### src/rtl/ctrl_flow_pkg.sv
// Shared constants for the execute-stage control-flow unit.
package ctrl_flow_pkg;

  localparam int FLAG_P = 2;
  localparam int FLAG_N = 1;
  localparam int FLAG_Z = 0;

  localparam int ERR_OVF = 0;
  localparam int ERR_UNF = 1;

  localparam int DEF_ADDR_W = 16;
  localparam int DEF_FLAG_W = 3;

endpackage

### src/rtl/ctrl_flow_unit_lifo_stack.sv
// Circular-buffer LIFO with a saturating occupancy count; OVERWRITE=1 drops the oldest entry when full.
module lifo_stack #(
  parameter int WIDTH     = 16,
  parameter int DEPTH     = 8,
  parameter bit OVERWRITE = 1'b0
) (
  input  logic             clk,
  input  logic             rst_n,
  input  logic             push,
  input  logic             pop,
  input  logic [WIDTH-1:0] din,
  output logic [WIDTH-1:0] top,
  output logic             empty,
  output logic             full,
  output logic             overflow,
  output logic             underflow
);
  localparam int PW = (DEPTH > 1) ? $clog2(DEPTH) : 1;
  localparam int CW = $clog2(DEPTH + 1);
  localparam logic [PW-1:0] PTR_MAX = PW'(DEPTH - 1);
  localparam logic [CW-1:0] CNT_MAX = CW'(DEPTH);

  logic [WIDTH-1:0] mem_q [DEPTH];
  logic [WIDTH-1:0] mem_d [DEPTH];
  logic [PW-1:0]    wr_ptr_q, wr_ptr_d, top_ptr;
  logic [CW-1:0]    cnt_q, cnt_d;

  assign empty     = (cnt_q == '0);
  assign full      = (cnt_q == CNT_MAX);
  assign overflow  = push & full;
  assign underflow = pop & empty;
  assign top_ptr   = (wr_ptr_q == '0) ? PTR_MAX : wr_ptr_q - 1'b1;
  assign top       = mem_q[top_ptr];

  // wr_ptr is the next free slot; when full it also marks the oldest entry
  always_comb begin
    mem_d    = mem_q;
    wr_ptr_d = wr_ptr_q;
    cnt_d    = cnt_q;
    if (push && (!full || OVERWRITE)) begin
      mem_d[wr_ptr_q] = din;
      wr_ptr_d        = (wr_ptr_q == PTR_MAX) ? '0 : wr_ptr_q + 1'b1;
      if (!full) cnt_d = cnt_q + 1'b1;
    end else if (pop && !empty) begin
      wr_ptr_d = top_ptr;
      cnt_d    = cnt_q - 1'b1;
    end
  end

  always_ff @(posedge clk or negedge rst_n) begin
    if (!rst_n) begin
      for (int i = 0; i < DEPTH; i++) mem_q[i] <= '0;
      wr_ptr_q <= '0;
      cnt_q    <= '0;
    end else begin
      mem_q    <= mem_d;
      wr_ptr_q <= wr_ptr_d;
      cnt_q    <= cnt_d;
    end
  end

endmodule

### src/rtl/ctrl_flow_unit.sv
// Execute-stage control flow: flag-tested branches, return-address stack, nested interrupts.
module ctrl_flow_unit
  import ctrl_flow_pkg::*;
#(
  parameter int ADDR_W    = DEF_ADDR_W,
  parameter int FLAG_W    = DEF_FLAG_W,
  parameter int RAS_DEPTH = 8,
  parameter int INT_DEPTH = 4
) (
  input  logic                           clk,
  input  logic                           rst_n,
  input  logic                           stall,
  input  logic [ADDR_W-1:0]              pc,
  input  logic [ADDR_W-1:0]              target,
  input  logic                           br,
  input  logic [FLAG_W-1:0]              cond_mask,
  input  logic                           save_addr,
  input  logic                           ret,
  input  logic                           flag_wr,
  input  logic [FLAG_W-1:0]              flag_in,
  input  logic                           int_req,
  input  logic [ADDR_W-1:0]              int_vector,
  input  logic                           err_clr,
  output logic                           branch_taken,
  output logic [ADDR_W-1:0]              branch_addr,
  output logic                           int_ack,
  output logic [$clog2(INT_DEPTH+1)-1:0] int_level,
  output logic [FLAG_W-1:0]              flags,
  output logic [1:0]                     ras_err
);
  localparam int LVL_W  = $clog2(INT_DEPTH + 1);
  localparam int ISTK_W = ADDR_W + FLAG_W;

  logic [FLAG_W-1:0] flags_q, flags_d;
  logic [LVL_W-1:0]  int_level_q, int_level_d;
  logic [1:0]        ras_err_q, ras_err_d;

  logic              int_acc, ret_int, ret_sub, br_tkn, ras_push;
  logic [ADDR_W-1:0] pc_inc, ras_top;
  logic              ras_empty, ras_ovf, ras_unf, unused_ras_full;
  logic [ISTK_W-1:0] istk_top;
  logic              istk_empty, istk_full, istk_ovf, istk_unf, unused_istk;

  assign unused_istk = istk_ovf | istk_unf;
  assign pc_inc      = pc + 1'b1;

  // one-hot event decode in priority order; stall kills everything
  assign int_acc  = ~stall & int_req & ~istk_full;
  assign ret_int  = ~stall & ~int_acc & ret & ~istk_empty;
  assign ret_sub  = ~stall & ~int_acc & ret & istk_empty;
  assign br_tkn   = ~stall & ~int_acc & ~ret & br & (|(cond_mask & flags_q));
  assign ras_push = br_tkn & save_addr;

  lifo_stack #(.WIDTH(ADDR_W), .DEPTH(RAS_DEPTH), .OVERWRITE(1'b1)) u_ras (
    .clk(clk), .rst_n(rst_n), .push(ras_push), .pop(ret_sub), .din(pc_inc),
    .top(ras_top), .empty(ras_empty), .full(unused_ras_full),
    .overflow(ras_ovf), .underflow(ras_unf)
  );

  lifo_stack #(.WIDTH(ISTK_W), .DEPTH(INT_DEPTH), .OVERWRITE(1'b0)) u_int_stk (
    .clk(clk), .rst_n(rst_n), .push(int_acc), .pop(ret_int), .din({pc, flags_q}),
    .top(istk_top), .empty(istk_empty), .full(istk_full),
    .overflow(istk_ovf), .underflow(istk_unf)
  );

  always_comb begin
    branch_taken = int_acc | ret_int | ret_sub | br_tkn;
    int_ack      = int_acc;
    branch_addr  = '0;
    if (int_acc)      branch_addr = int_vector;
    else if (ret_int) branch_addr = istk_top[ISTK_W-1:FLAG_W];
    else if (ret_sub) branch_addr = ras_empty ? pc_inc : ras_top;
    else if (br_tkn)  branch_addr = target;
  end

  always_comb begin
    flags_d     = flags_q;
    int_level_d = int_level_q;
    ras_err_d   = err_clr ? 2'b00 : ras_err_q;
    if (ret_int)                       flags_d = istk_top[FLAG_W-1:0];
    else if (~stall & ~int_acc & flag_wr) flags_d = flag_in;
    if (int_acc)      int_level_d = int_level_q + 1'b1;
    else if (ret_int) int_level_d = int_level_q - 1'b1;
    if (ras_ovf) ras_err_d[ERR_OVF] = 1'b1;
    if (ras_unf) ras_err_d[ERR_UNF] = 1'b1;
  end

  always_ff @(posedge clk or negedge rst_n) begin
    if (!rst_n) begin
      flags_q     <= '0;
      int_level_q <= '0;
      ras_err_q   <= '0;
    end else begin
      flags_q     <= flags_d;
      int_level_q <= int_level_d;
      ras_err_q   <= ras_err_d;
    end
  end

  assign flags     = flags_q;
  assign int_level = int_level_q;
  assign ras_err   = ras_err_q;

endmodule

### config.mk
export PLATFORM = sky130hd
export DESIGN_NAME = ctrl_flow_unit
export DESIGN_NICKNAME = d
export VERILOG_FILES = /design/src/rtl/ctrl_flow_pkg.sv /design/src/rtl/ctrl_flow_unit_lifo_stack.sv /design/src/rtl/ctrl_flow_unit.sv
export SDC_FILE = /design/constraint.sdc
export NUM_CORES = 1
export LEC_CHECK = 0
export ABC_CLOCK_PERIOD_IN_PS = 4560
export CAP_MARGIN = 20
export CORE_MARGIN = 2
export CORE_UTILIZATION = 59
export CTS_CLUSTER_DIAMETER = 120
export DETAILED_ROUTE_END_ITERATION = 10
export GPL_ROUTABILITY_DRIVEN = 0
export PLACE_DENSITY_LB_ADDON = 0.05
export SYNTH_ARGS = -nofsm -noshare
export SYNTH_HDL_FRONTEND = slang
export SYNTH_HIERARCHICAL = 1
export SYNTH_SLANG_ARGS = --single-unit
### constraint.sdc
create_clock -name clk -period 4.56 [get_ports clk]
set_input_delay 0.456 -clock clk [delete_from_list [all_inputs] [get_ports clk]]
set_output_delay 0.456 -clock clk [all_outputs]
set_load 0.03 [all_outputs]
==> results by group, run 1 <==
Route
  – ANT nets after route: 0
  – Wirelength per Cell: about 23 microns
  – Vias after detailed routing: just under 8k
  – Drt initial violations: 469
  – Detailed Route WL: roughly 29000 microns
  – # DRC: 0
  – DRT Pass-1 Iters: 5
  – Mean number of vias per cell: 6.201

Clock tree
  – Hold buffers post-CTS: 0
  – Clock Path Buffers: 3
  – Clk Latency, worst-skew pair: approximately 0.51 ns
  – Worst-path clk slew: roughly 0.060 ns
  – CTS root buffer: clkbuf_16
  – Num CTS Buffers: 24
  – Post-CTS setup buffer count: 0
  – TritonCTS clock tree: built
  – H-Tree Depth: 1
  – Resize count post-CTS: 0
  – Num Clock Sinks: 224

Worst setup path
  – Critical Path RT: 4.10 ns
  – WS Path Type: register to primary output
  – CP startpoint kind: register
  – Worst EP arrival: 3.86 ns
  – Worst path slowest cell: clkdlybuf4s50_1
  – Critical path fanouts, max: 11
  – CP peak stage delay: ~0.74 ns
  – Crit end category: primary output
  – CP Cell Sequence: or3b_1 > clkinv_4 > nand2b_4 > nand2_1 > nor4b_4 > buf_4 > a21oi_1 > o21ai_0 > clkdlybuf4s50_1

Power and ir drop
  – Clock power frac: 0.218
  – Power Dens Cells: roughly 620 mW/mm^2
  – Max VDD drop: roughly 0.42 mV
  – Comb power frac: 0.421
  – Int Pwr: about 5.4 mW
  – Sequential power share: 0.361
  – Sw Ratio: 0.3543
  – Switching pwr: around 3 mW
  – Leak pwr: between 6 and 7 nW

Run
  – Max-cap viol count: 0

Synthesis
  – Mapped Area: around 0.012 sq mm
  – Synthesized Nets: roughly 950
  – Post-Syn Instances: a little under 900
  – Ys Warns: 6
  – Mean post-synth cell area: ~13 sq um

Timing
  – Peak Freq: 231.8 MHz
  – TNS Setup: 0 ns
  – Worst-Margin Slew: ~0.85 ns
  – RSZ-0062 raised after global routing: false
  – Relative slew slack: 0.4346
  – Final Critical Period: 4.313 ns
  – Hold Slack: roughly 0.055 ns
  – Slew Limit Fails: 0
  – Period utilization: 0.9459
  – Final setup viols: 0
  – Clock Skew: about 0.011 ns
  – Final setup margin: 0.2468 ns
  – Fin. Hold Viols: 0

Cells and area
  – Layout cell share with drive strength beyond 1: 0.3526
  – Commonest non-fill, non-tap cell in the layout: dfrtp_1
  – Diode count: 0
  – Nets: approximately 1.0k
  – Post-route cell area: 0.01344 sq mm
  – Most frequent cells in the layout: 222 x dfrtp_1, 194 x mux2_2, 76 x clkdlybuf4s50_1, 41 x mux2i_1, 41 x buf_4
  – Syn-to-layout area delta: 15.76%

Run status
  – Status: finished clean

Global routing
  – Global-route wire length before repair: ~45000 microns
  – Vias in the first global route: 7891
  – Grt met3 use: 0.05033
  – GR peak layer: met2
  – Largest net degree at the start of global routing: roughly 110
  – Global-route usage over all layers: 0.2856
  – Gr ovfl total: 0
  – Initial antenna violation count: 0
  – GR met1 Demand/Resource: 0.4144
  – Global-route met2 utilization: 0.4486

Place
  – Number of port buffers: just under 90
  – Area after DPL: between 0.01 and 0.015 sq mm
  – Post-DP HPWL: slightly below 20000 microns
  – Place WS: 0.6156 ns

Floorplan
  – Row count: slightly above 50
  – Core ar.: slightly below 0.02 sq mm
  – DIE WIDTH: 144.3 microns
  – Ports: slightly below 90
  – Die Area: roughly 0.021 sq mm
  – Die height: roughly 140 microns
  – Initial Util: 0.5984

Worst hold path
  – Worst Hold Class: input port to async pin
## power groups by stage
stage	Sequential [mW]	Combinational, mW	Clock [mW]
after floorplan	2.91	2.67	0
after global placement	2.96	3.39	0
after detailed placement	3.03	3.48	0
after CTS	2.99	3.51	1.85
after global routing	3.08	3.75	1.94
final	3.01	3.51	1.81
## final cells by class
type / instances / area (sq um)
fillers: 1370 / 5961
flip-flops and latches: 224 / 5608
multi-input cells: 569 / 5525
repair buffers: 120 / 1122
clock buffers: 37 / 710.7
well taps: 265 / 331.6
inverters: 30 / 120.1
clock inverters: 4 / 20.02
## registers in the layout, indices dropped and copies added (netlist names)
register            flops
u_int_stk/cnt_q         3
u_int_stk/wr_ptr_q      2
u_ras/wr_ptr_q          3
u_ras/cnt_q             4
int_level               3
u_ras/mem_q           128
u_int_stk/mem_q        76
flags                   3
ras_err                 2
## per-layer routing
metal / vias to the layer above / part of all wire
met5: - / 0
met2: 241 / 0.47
met1: 3998 / 0.45
met4: 0 / 0.024
met3: 51 / 0.055
li1: 3455 / -
## stage by stage
stage | power (mW) | instances | utilization
6_report | 8.330 | 1249 | 0.6927
4_1_cts | 8.345 | 1249 | 0.6926
3_3_place_gp | 6.355 | 1208 | 0.6549
2_1_floorplan | 5.572 | 871 | -
3_5_place_dp | 6.509 | 1208 | 0.6549
5_1_grt | 8.767 | 1249 | 0.6927
## worst max-delay path, delay by kind of cell (launching register included)
family | cells | cell delay (ns)
buf+inv | 3 | 1.20
flops | 1 | 0.52
simple gates | 4 | 1.32
compound gates | 2 | 0.30
## final timing paths
path	startpoint	endpoint	slack, ns	depth (start not counted)
max in group asynchronous	rst_n	u_ras/wr_ptr_q[2]$_DFFE_PN0P_	3.53	2
setup / recovery	u_int_stk/cnt_q[2]$_DFFE_PN0P_	branch_addr[9]	0.25	9
hold reg to reg	int_level[2]$_DFFE_PN0P_	int_level[2]$_DFFE_PN0P_	0.48	1
hold / removal	rst_n	u_int_stk/cnt_q[0]$_DFFE_PN0P_	0.05	1
setup reg to reg	u_int_stk/cnt_q[2]$_DFFE_PN0P_	u_ras/cnt_q[3]$_DFFE_PN0P_	0.57	12
min in group clk	int_level[2]$_DFFE_PN0P_	int_level[2]$_DFFE_PN0P_	0.48	1
Power figures use the tool's default switching activity.
==> run 2, diff against run 1 <==
--- a/config.mk
+++ b/config.mk
@@ -12,7 +12,7 @@
 export CTS_CLUSTER_DIAMETER = 120
 export DETAILED_ROUTE_END_ITERATION = 10
 export GPL_ROUTABILITY_DRIVEN = 0
-export PLACE_DENSITY_LB_ADDON = 0.05
+export PLACE_DENSITY = 0.85
 export SYNTH_ARGS = -nofsm -noshare
 export SYNTH_HDL_FRONTEND = slang
 export SYNTH_HIERARCHICAL = 1
==> run 2 against run 1 <==
  * Via count increased by 2.5%
  * Sequential power about the same
  * Global-route usage decreased by 0.072 points
  * Count of clock-buffer cells in the layout increased by 1
  * Critical path depth unchanged
  * First-iteration DRC count increased by 67%
  * Critical path type unchanged
  * Critical endpoint is now branch_addr[12]
==> results by group, run 2 (synthesized netlist as in run 1, its figures left out) <==
Run status
  – Status: finished clean

Cells and area
  – Nets: 1048 (+0.19%)
  – Layout cell share with drive strength beyond 1: 0.3556 (+0.002981)
  – Max reg flops: 128 (unchanged)
  – Syn-to-layout area delta: 16.38%
  – Biggest regs: u_ras/mem_q: 128 flops, u_int_stk/mem_q: 76 flops, u_ras/cnt_q: 4 flops
  – Diode count: 0 (unchanged)
  – Top reg by flops: u_ras/mem_q
  – Most frequent cells in the layout: 223 x dfrtp_1, 194 x mux2_2, 76 x clkdlybuf4s50_1, 42 x buf_4, 41 x mux2i_1
  – Commonest non-fill, non-tap cell in the layout: dfrtp_1

Worst setup path
  – CP peak stage delay: 0.63 ns (-0.11 ns)
  – Worst path bufs/invs: 3 (unchanged)
  – Cell family with most CP delay: buffers and inverters
  – Worst EP arrival: 3.80 ns (-0.06 ns)
  – WS Path Type: register to primary output
  – Critical path fanouts, max: 11 (unchanged)
  – CP startpoint kind: register
  – Worst path slowest cell: dfrtp_1
  – CP Cell Sequence: inv_1 > ha_1 > buf_4 > mux2i_1 > a21oi_1 > a22o_1 > a221oi_1 > o2bb2ai_1 > clkdlybuf4s50_1
  – Critical Path RT: 4.10 ns (about the same)
  – Crit end category: primary output

Power and ir drop
  – Power Dens Cells: 627.2 mW/mm^2 (+1.2%)
  – Leak pwr: 6.257 nW (+0.60%)
  – Max VDD drop: 0.5264 mV (+25%)

Clock tree
  – Clock Path Buffers: 3 (unchanged)
  – Num CTS Buffers: 24 (unchanged)
  – Num Clock Sinks: 224 (unchanged)
  – Clk Latency, worst-skew pair: 0.52 ns (about the same)
  – TritonCTS clock tree: built
  – Worst-path clk slew: 0.06 ns (about the same)
  – H-Tree Depth: 1 (unchanged)
  – CTS root buffer: clkbuf_16

Timing
  – Hold Slack: 0.4725 ns (+0.4178 ns)
  – Final Critical Period: 4.260 ns (-0.05337 ns)
  – Peak Freq: 234.8 MHz (+1.3%)
  – TNS Setup: 0 ns (unchanged)
  – Clock Skew: 0.01477 ns (+0.003941 ns)
  – Fin. Hold Viols: 0 (unchanged)
  – Slew Limit Fails: 0 (unchanged)
  – Final setup viols: 0 (unchanged)
  – RSZ-0062 raised after global routing: false
  – Worst-Margin Slew: 0.9040 ns (+0.05593 ns)
  – Period utilization: 0.9342 (-0.01170)
  – Relative slew slack: 0.3930 (-0.04162)

Global routing
  – Vias in the first global route: 8189 (+3.8%)
  – Global-route wire length before repair: 45650 microns (+1.3%)
  – Largest net degree at the start of global routing: 128 (+17%)
  – Gr ovfl total: 0 (unchanged)
  – Global-route usage over all layers: 0.2849 (-0.0007223)
  – Initial antenna violation count: 0 (unchanged)

Place
  – Number of port buffers: 88 (unchanged)
  – Post-DP HPWL: 18380 microns (-7.6%)

Route
  – ANT nets after route: 0 (unchanged)
  – Mean number of vias per cell: 6.339 (+2.2%)
  – Wirelength per Cell: 23.12 microns (+0.72%)
  – Vias after detailed routing: 7937 (+2.5%)
  – Drt initial violations: 783 (+67%)
  – DRT Pass-1 Iters: 5 (unchanged)
  – # DRC: 0 (unchanged)
  – Detailed Route WL: 28950 microns (+0.97%)

Run
  – Max-cap viol count: 0 (unchanged)

Floorplan
  – Row count: 51 (unchanged)
  – DIE WIDTH: 144.3 microns (unchanged)
  – Die height: 144.3 microns (unchanged)
  – Ports: 89 (unchanged)
  – Die Area: 0.02081 sq mm (unchanged)
  – Initial Util: 0.5984 (unchanged)
  – Core ar.: 0.01940 sq mm (unchanged)

Worst hold path
  – Worst Hold Class: register to register
==> run 2: cell types whose count changed in the layout (fill, tap and decap cells not counted) <==
| cell | before | now |
|---|---|---|
| clkbuf_16 | 25 | 24 |
| clkbuf_1 | 8 | 5 |
| dfrtp_2 | 2 | 1 |
| dfrtp_1 | 222 | 223 |
| dlygate4sd3_1 | 0 | 1 |
| buf_8 | 0 | 1 |
| clkbuf_8 | 5 | 9 |
| clkinv_2 | 4 | 2 |
| clkinv_8 | 0 | 2 |
| buf_4 | 41 | 42 |
==> run 2: through the flow <==
stage | util | total power [mW] | std cells | cell area (sq um) | worst slack, ns
floorplan | - | 5.572 | 871 | 11610 | 1.081
global placement | 0.6542 | 6.346 | 1206 | 12690 | 0.7009
detailed placement | 0.6542 | 6.475 | 1206 | 12690 | 0.5873
CTS | 0.6952 | 8.443 | 1249 | 13490 | 0.1006
global route | 0.6965 | 8.880 | 1252 | 13510 | 0.07550
finish | 0.6965 | 8.474 | 1252 | 13510 | 0.3001
==> run 2: path summary, 6_finish.rpt <==
path | endpoint | depth (start not counted) | startpoint | slack (ns)
max in group asynchronous | u_ras/wr_ptr_q[0]$_DFFE_PN0P_ | 3 | rst_n | 2.85
min in group asynchronous | u_int_stk/mem_q[73]$_DFFE_PN0P_ | 2 | rst_n | 0.55
setup / recovery | branch_addr[12] | 9 | u_ras/wr_ptr_q[2]$_DFFE_PN0P_ | 0.30
setup reg to reg | u_ras/cnt_q[3]$_DFFE_PN0P_ | 13 | u_int_stk/cnt_q[2]$_DFFE_PN0P_ | 0.83
hold reg to reg | int_level[2]$_DFFE_PN0P_ | 1 | int_level[2]$_DFFE_PN0P_ | 0.47
hold / removal | int_level[2]$_DFFE_PN0P_ | 1 | int_level[2]$_DFFE_PN0P_ | 0.47
==> run 2: cell type report <==
cell class                 instances  area (sq um)
clock buffer                      38         743.2
multi-input combinational        569          5525
clock inverter                     4         42.54
tap                              265         331.6
fill                            1296          5888
sequential                       224          5607
inverter                          30         120.1
timing repair buffer             122          1141
==> run 2: metal layers <==
| layer | global-route usage | up-vias | routed length [microns] |
|---|---|---|---|
| met3 | 0.04205 | 63 | 1978 |
| met1 | 0.3956 | 4084 | 12180 |
| li1 | - | 3466 | - |
| met4 | 0.07460 | 0 | 681 |
| met5 | 0 | - | 0 |
| met2 | 0.4759 | 324 | 14110 |
==> run 2: power by group <==
part | internal [mW] | leakage, nW | switching (mW)
clock | 1.12 | 0.388 | 0.796
sequential | 2.58 | 2.95 | 0.450
combinational | 1.76 | 2.92 | 1.77
==> run 2: timing repair <==
action | in CTS | in global routing
endpoints found under the setup margin | 0 | 6
setup buffers | 0 | 3
hold buffers | 1 | 0
endpoints found under the hold margin | 48 | 0
resized for setup | 0 | 1
==> run 2: worst reg2reg max path: cells and delay by family, from the launching register on <==
family / cells / cell delay, ns
and+or+nand+nor: 5 / 1.31
AOI/OAI and AO/OA: 3 / 0.61
DFF: 1 / 0.52
buffers and inverters: 3 / 0.52
muxes: 1 / 0.38
adders and majority gates: 1 / 0.32
